==> config.mk <==
export PLATFORM = sky130hd
export DESIGN_NAME = core_regfile
export DESIGN_NICKNAME = d
export VERILOG_FILES = /design/src/rtl/core_regfile.sv
export SDC_FILE = /design/constraint.sdc
export NUM_CORES = 2
export LEC_CHECK = 0
export CORE_MARGIN = 2
export CORE_UTILIZATION = 40
export DETAILED_ROUTE_END_ITERATION = 10
export PLACE_DENSITY = 0.68
export RECOVER_POWER = 100
export SETUP_SLACK_MARGIN = 0.5
export SYNTH_ARGS = -nofsm -noshare
export SYNTH_HDL_FRONTEND = slang
export SYNTH_SLANG_ARGS = --single-unit
==> constraint.sdc <==
create_clock -name clk_i -period 2.42 [get_ports clk_i]
set_clock_uncertainty 0.05 [all_clocks]
set_input_delay 0.363 -clock clk_i [delete_from_list [all_inputs] [get_ports clk_i]]
set_output_delay 0.363 -clock clk_i [all_outputs]
set_load 0.1 [all_outputs]
==> src/rtl/core_regfile.sv <==
// Architectural register store: GPR file with two bypassed combinational read ports,
// plus the SR/EPC/ESR special registers and their exception entry/return sequencing.
module core_regfile #(
    parameter int unsigned    NREGS    = 32,
    parameter int unsigned    DW       = 32,
    parameter logic [DW-1:0]  SR_RESET = DW'(32'h0000_0002),
    parameter int unsigned    SPR_SR   = 0,
    parameter int unsigned    SPR_EPC  = 1,
    parameter int unsigned    SPR_ESR  = 2,
    localparam int unsigned   AW       = $clog2(NREGS)
) (
    input  logic          clk_i,
    input  logic          rst_ni,
    input  logic          wb_i,
    input  logic [AW-1:0] wb_addr_i,
    input  logic [DW-1:0] wb_data_i,
    input  logic [AW-1:0] rd_addr_a_i,
    input  logic [AW-1:0] rd_addr_b_i,
    output logic [DW-1:0] rd_data_a_o,
    output logic [DW-1:0] rd_data_b_o,
    input  logic          spr_we_i,
    input  logic [AW-1:0] spr_addr_i,
    input  logic [DW-1:0] spr_wdata_i,
    input  logic          exc_req_i,
    input  logic [DW-1:0] exc_pc_i,
    input  logic          rfe_i,
    output logic [DW-1:0] sr_o,
    output logic [DW-1:0] esr_o,
    output logic [DW-1:0] epc_o,
    output logic          in_exc_o
);

    localparam int unsigned IE_BIT  = 0;
    localparam int unsigned SUP_BIT = 1;

    logic [DW-1:0] gpr_q [NREGS];
    logic [DW-1:0] sr_q, sr_d;
    logic [DW-1:0] esr_q, esr_d;
    logic [DW-1:0] epc_q, epc_d;
    logic          in_exc_q, in_exc_d;

    // R0 is never written, so its storage stays at the reset value of zero.
    always_ff @(posedge clk_i or negedge rst_ni) begin
        if (!rst_ni) begin
            for (int i = 0; i < NREGS; i++) begin
                gpr_q[i] <= '0;
            end
        end else if (wb_i && (wb_addr_i != '0)) begin
            gpr_q[wb_addr_i] <= wb_data_i;
        end
    end

    assign rd_data_a_o = (rd_addr_a_i == '0) ? '0 :
                         (wb_i && (wb_addr_i == rd_addr_a_i)) ? wb_data_i :
                         gpr_q[rd_addr_a_i];

    assign rd_data_b_o = (rd_addr_b_i == '0) ? '0 :
                         (wb_i && (wb_addr_i == rd_addr_b_i)) ? wb_data_i :
                         gpr_q[rd_addr_b_i];

    // Exception entry outranks return-from-exception, which outranks move-to-SPR.
    always_comb begin
        sr_d     = sr_q;
        esr_d    = esr_q;
        epc_d    = epc_q;
        in_exc_d = in_exc_q;
        if (exc_req_i) begin
            epc_d           = exc_pc_i;
            esr_d           = sr_q;
            in_exc_d        = 1'b1;
            sr_d[IE_BIT]    = 1'b0;
            sr_d[SUP_BIT]   = 1'b1;
        end else if (rfe_i) begin
            sr_d     = esr_q;
            in_exc_d = 1'b0;
        end else if (spr_we_i) begin
            if (spr_addr_i == AW'(SPR_SR)) begin
                sr_d = spr_wdata_i;
            end else if (spr_addr_i == AW'(SPR_EPC)) begin
                epc_d = spr_wdata_i;
            end else if (spr_addr_i == AW'(SPR_ESR)) begin
                esr_d = spr_wdata_i;
            end
        end
    end

    always_ff @(posedge clk_i or negedge rst_ni) begin
        if (!rst_ni) begin
            sr_q     <= SR_RESET;
            esr_q    <= '0;
            epc_q    <= '0;
            in_exc_q <= 1'b0;
        end else begin
            sr_q     <= sr_d;
            esr_q    <= esr_d;
            epc_q    <= epc_d;
            in_exc_q <= in_exc_d;
        end
    end

    assign sr_o     = sr_q;
    assign esr_o    = esr_q;
    assign epc_o    = epc_q;
    assign in_exc_o = in_exc_q;

endmodule

==> flow_metrics.py <==
metrics = {
    "outcome": {
        "outcome": "finished with violations",
        "violations": "negative setup slack",
    },
    "setup_path": {
        "path_cells": "clkdlybuf4s50_1 -> clkbuf_1 -> nand3_4 -> bufbuf_16 -> and3_4 -> a221o_4 -> buf_12",
        "path_max_fanout": 9,
        "max_stage_delay_ns": 0.50,
        "rr_endpoint": "sr_o[1]",
        "r2r_start": "sr_o[1]",
        "arrival_ns": 2.94,
        "critPathLaunchType": "input port",
        "critical_path.endpoint_type": "output pin",
        "slowest_stage": "clkbuf_1",
        "path_class": "in2out",
        "reg2reg_setup_slack_ns": 1.30,
        "r2r_cells": 4,
        "critPathRequiredTime_ns": 2.01,
    },
    "placed_design": {
        "dp_hpwl_mm": 140,
        "gp_congestion": 0.907,
        "port_buffers": 282,
        "dp_cells": 6602,
        "pre_cts_slack_ns": -1.07,
    },
    "final_layout": {
        "stdcell_count": 6897,
        "drive_above_1_share_pct": 54.7,
        "layout.nets": 4987,
        "regArea_um2": 28100,
        "layout_common_cells": "1,120 x dfrtp_1, 983 x mux2_2, 503 x buf_4",
        "multi_input_area_um2": 30900,
        "final_util_pct": 51.5,
        "area_growth_pct": 28.1,
        "fillers": 12200,
        "final_common_cell": "dfrtp_1",
    },
    "floorplan": {
        "boundaryPins": 283,
        "die_x_um": 389,
        "start_util_pct": 40.2,
        "die_area_um2": 151000,
        "row_count": 141,
        "fp.dieH_um": 389,
        "core-area_um2": 147000,
    },
    "timing": {
        "fmaxAchievable_mhz": 298,
        "worstMarginPinSlew_ns": 1.39,
        "fin_crit_sh_pct": 139,
        "final_max_slew_viol_count": 0,
        "finalHoldViolations": 0,
        "period_needed_ns": 3.35,
        "max_slew_margin_pct": 6.65,
        "rsz0062_at_grt": "yes",
        "worst_slack_ns": -0.934,
        "whs_ns": 0.105,
        "setup_viol": 129,
    },
    "clocking": {
        "ctsRootBufferMaster": "clkbuf_16",
        "cts-htree-levels": 4,
        "clk_pin_slew_worst_paths_ns": 0.06,
        "numCtsBuffers": 131,
        "cts_tree": "yes",
        "clockBufferDepth": 3,
        "cts_sinks": 1121,
        "clk_latency_ns": 0.75,
    },
    "global_routing": {
        "busiest_layer": "met2",
        "grt_pass1_vias": 44600,
        "met2_usage_pct": 41.3,
        "grt_use_met3_pct": 6.98,
        "grt.met1_usage_pct": 38.8,
        "grt_max_degree": 103,
        "antenna_found_initial": 3,
        "grt.total_usage_pct": 27.5,
        "grt.overflow.total": 0,
        "grt_pass1_wl_mm": 307,
    },
    "yosys": {
        "synth_nets": 4273,
        "avgSynthCellArea_um2": 14.3,
        "yosysTopAreaCellShare_pct": 47.3,
        "syn_inst": 4151,
        "syn_area_um2": 59200,
        "synth.area.top_cells": "dfrtp_1 47%, mux2_2 19%, mux4_2 15%, mux2i_1 6.5%, clkbuf_1 1.7%",
        "yosysSeqAreaShare_pct": 47.4,
        "synth_enable_flop_cells": 0,
        "ys_seq_elements": 1121,
        "yosys_warnings": 0,
        "synth_area_leader_cell": "dfrtp_1",
        "async_reset_ff_share_pct": 100,
        "synth_ff_type": "dfrtp_1",
        "yosysUniqueCellTypes": 55,
    },
    "job": {
        "cap_violations": 0,
    },
    "power": {
        "power_switching_mw": 19.8,
        "p_clk_share_pct": 32.3,
        "p_total_mw": 62.6,
        "power_frac_seq_pct": 39.5,
        "swShare_pct": 31.6,
        "p_comb_share_pct": 28.2,
        "p_int_mw": 42.8,
        "p_leak_nw": 33.4,
        "peakVddDrop_mv": 0.735,
        "p_per_area_nw_per_um2": 826,
    },
    "route": {
        "dr.pass1.iters": 6,
        "num_vias": 42900,
        "wire_per_inst_um": 30.1,
        "vias_per_cell": 6.21,
        "drc": 0,
        "initialDrtViolationCount": 4645,
        "drt-total-wl_mm": 208,
        "antenna_left": 0,
    },
    "min_path": {
        "holdCritPathClass": "in2reg",
        "whs_endpoint": "epc_o[1]",
        "hold_depth": 3,
        "worstHoldStart": "exc_pc_i[1]",
    },
}
[timing repair]
item,4_1_cts,5_1_grt
buffers inserted,44,7
hold buffers,3,0
hold endpoints to repair,538,0
endpoints found under the setup margin,117,69
pin swaps,94,26
gates resized for setup,155,48
gates cloned,6,0
[power by group through the flow]
| stage | sequential [mW] | combinational, mW | clock, mW |
|---|---|---|---|
| floorplan | 25.8 | 9.91 | 0 |
| global placement | 24.8 | 16.9 | 0 |
| detailed placement | 25.0 | 17.1 | 0 |
| CTS | 24.7 | 17.8 | 20.4 |
| global route | 25.2 | 18.5 | 21.3 |
| finish | 24.8 | 17.7 | 20.2 |
[worst max-delay path by stage]
stage	start	to	slack, ns	depth (start not counted)
6_report	wb_i	rd_data_b_o[2]	-0.93	7
5_1_grt	gpr_q[761]	rd_data_a_o[25]	-0.95	7
4_1_cts	gpr_q[599]	rd_data_a_o[23]	-0.91	7
3_5_place_dp	rd_addr_a_i[3]	rd_data_a_o[10]	-1.07	10
3_3_place_gp	rd_addr_a_i[3]	rd_data_a_o[10]	-1.09	10
2_1_floorplan	rd_addr_b_i[0]	rd_data_b_o[16]	-0.21	9
[final cells by class]
type / instances / area share (%)
diodes: 1 / 0.00330
clock inverters: 38 / 0.611
well taps: 1930 / 3.18
multi-input cells: 2555 / 40.7
repair buffers: 1054 / 13.3
clock buffers: 196 / 5.17
flip-flops and latches: 1121 / 37.0
inverters: 2 / 0.00990
[stage by stage]
stage	cell area (um2)	setup TNS, ns
2_1_floorplan	60800	-4.74
3_3_place_gp	71100	-150.81
3_5_place_dp	71100	-169.82
4_1_cts	77000	-42.89
5_1_grt	75800	-56.81
6_report	75800	-52.46
[registers in the layout (all words and copies together), names as in the netlist]
signal and flops:
esr_o 32, in_exc_o 1, sr_o 32, epc_o 32
gpr_q 1024
[worst max-delay path: cells and delay by family]
family                 cells  cell delay (ns)
AOI/OAI and AO/OA          1             0.39
buffers and inverters      4             1.55
and+or+nand+nor            2             0.60
[synthesized netlist by cell type (all sizes together), types with 3 or more instances]
cell / instances
o2111ai: 10
nand3: 3
nand2: 146
mux2i: 383
nor3: 3
and3: 11
o22ai: 31
a31oi: 11
o221a: 12
mux4: 385
a21oi: 63
nand2b: 4
a22oi: 106
nand3b: 5
o211ai: 6
a221o: 22
xor2: 6
o221ai: 44
nor3b: 5
a221oi: 6
and2: 3
clkbuf: 276
a211oi: 13
nor4b: 3
nor2b: 10
or2: 3
a2111oi: 32
o21ai: 104
buf: 197
o22a: 20
dfrtp: 1120
nor2: 23
a22o: 74
mux2: 993
xnor2: 4
[metal layers]
| layer | vias to the layer above | part of all wire (%) |
|---|---|---|
| li1 | 17500 | - |
| met1 | 22800 | 42 |
| met5 | - | 0.013 |
| met2 | 2110 | 45 |
| met3 | 461 | 9.8 |
| met4 | 4 | 3.6 |
[logic make-up (layout without fill, tap and decap cells)]
logic type	Yosys count	after routing	synth area share, %
XOR/XNOR	10	10	0.148
buffers and inverters	475	1290	3.73
AND/OR/NAND/NOR	227	227	1.79
other	0	1	0
multiplexers	1761	1761	40.0
flip-flops	1121	1121	47.4
AO/OA/AOI/OAI	557	557	6.94
Note: power is estimated with default switching activity, not from simulation.
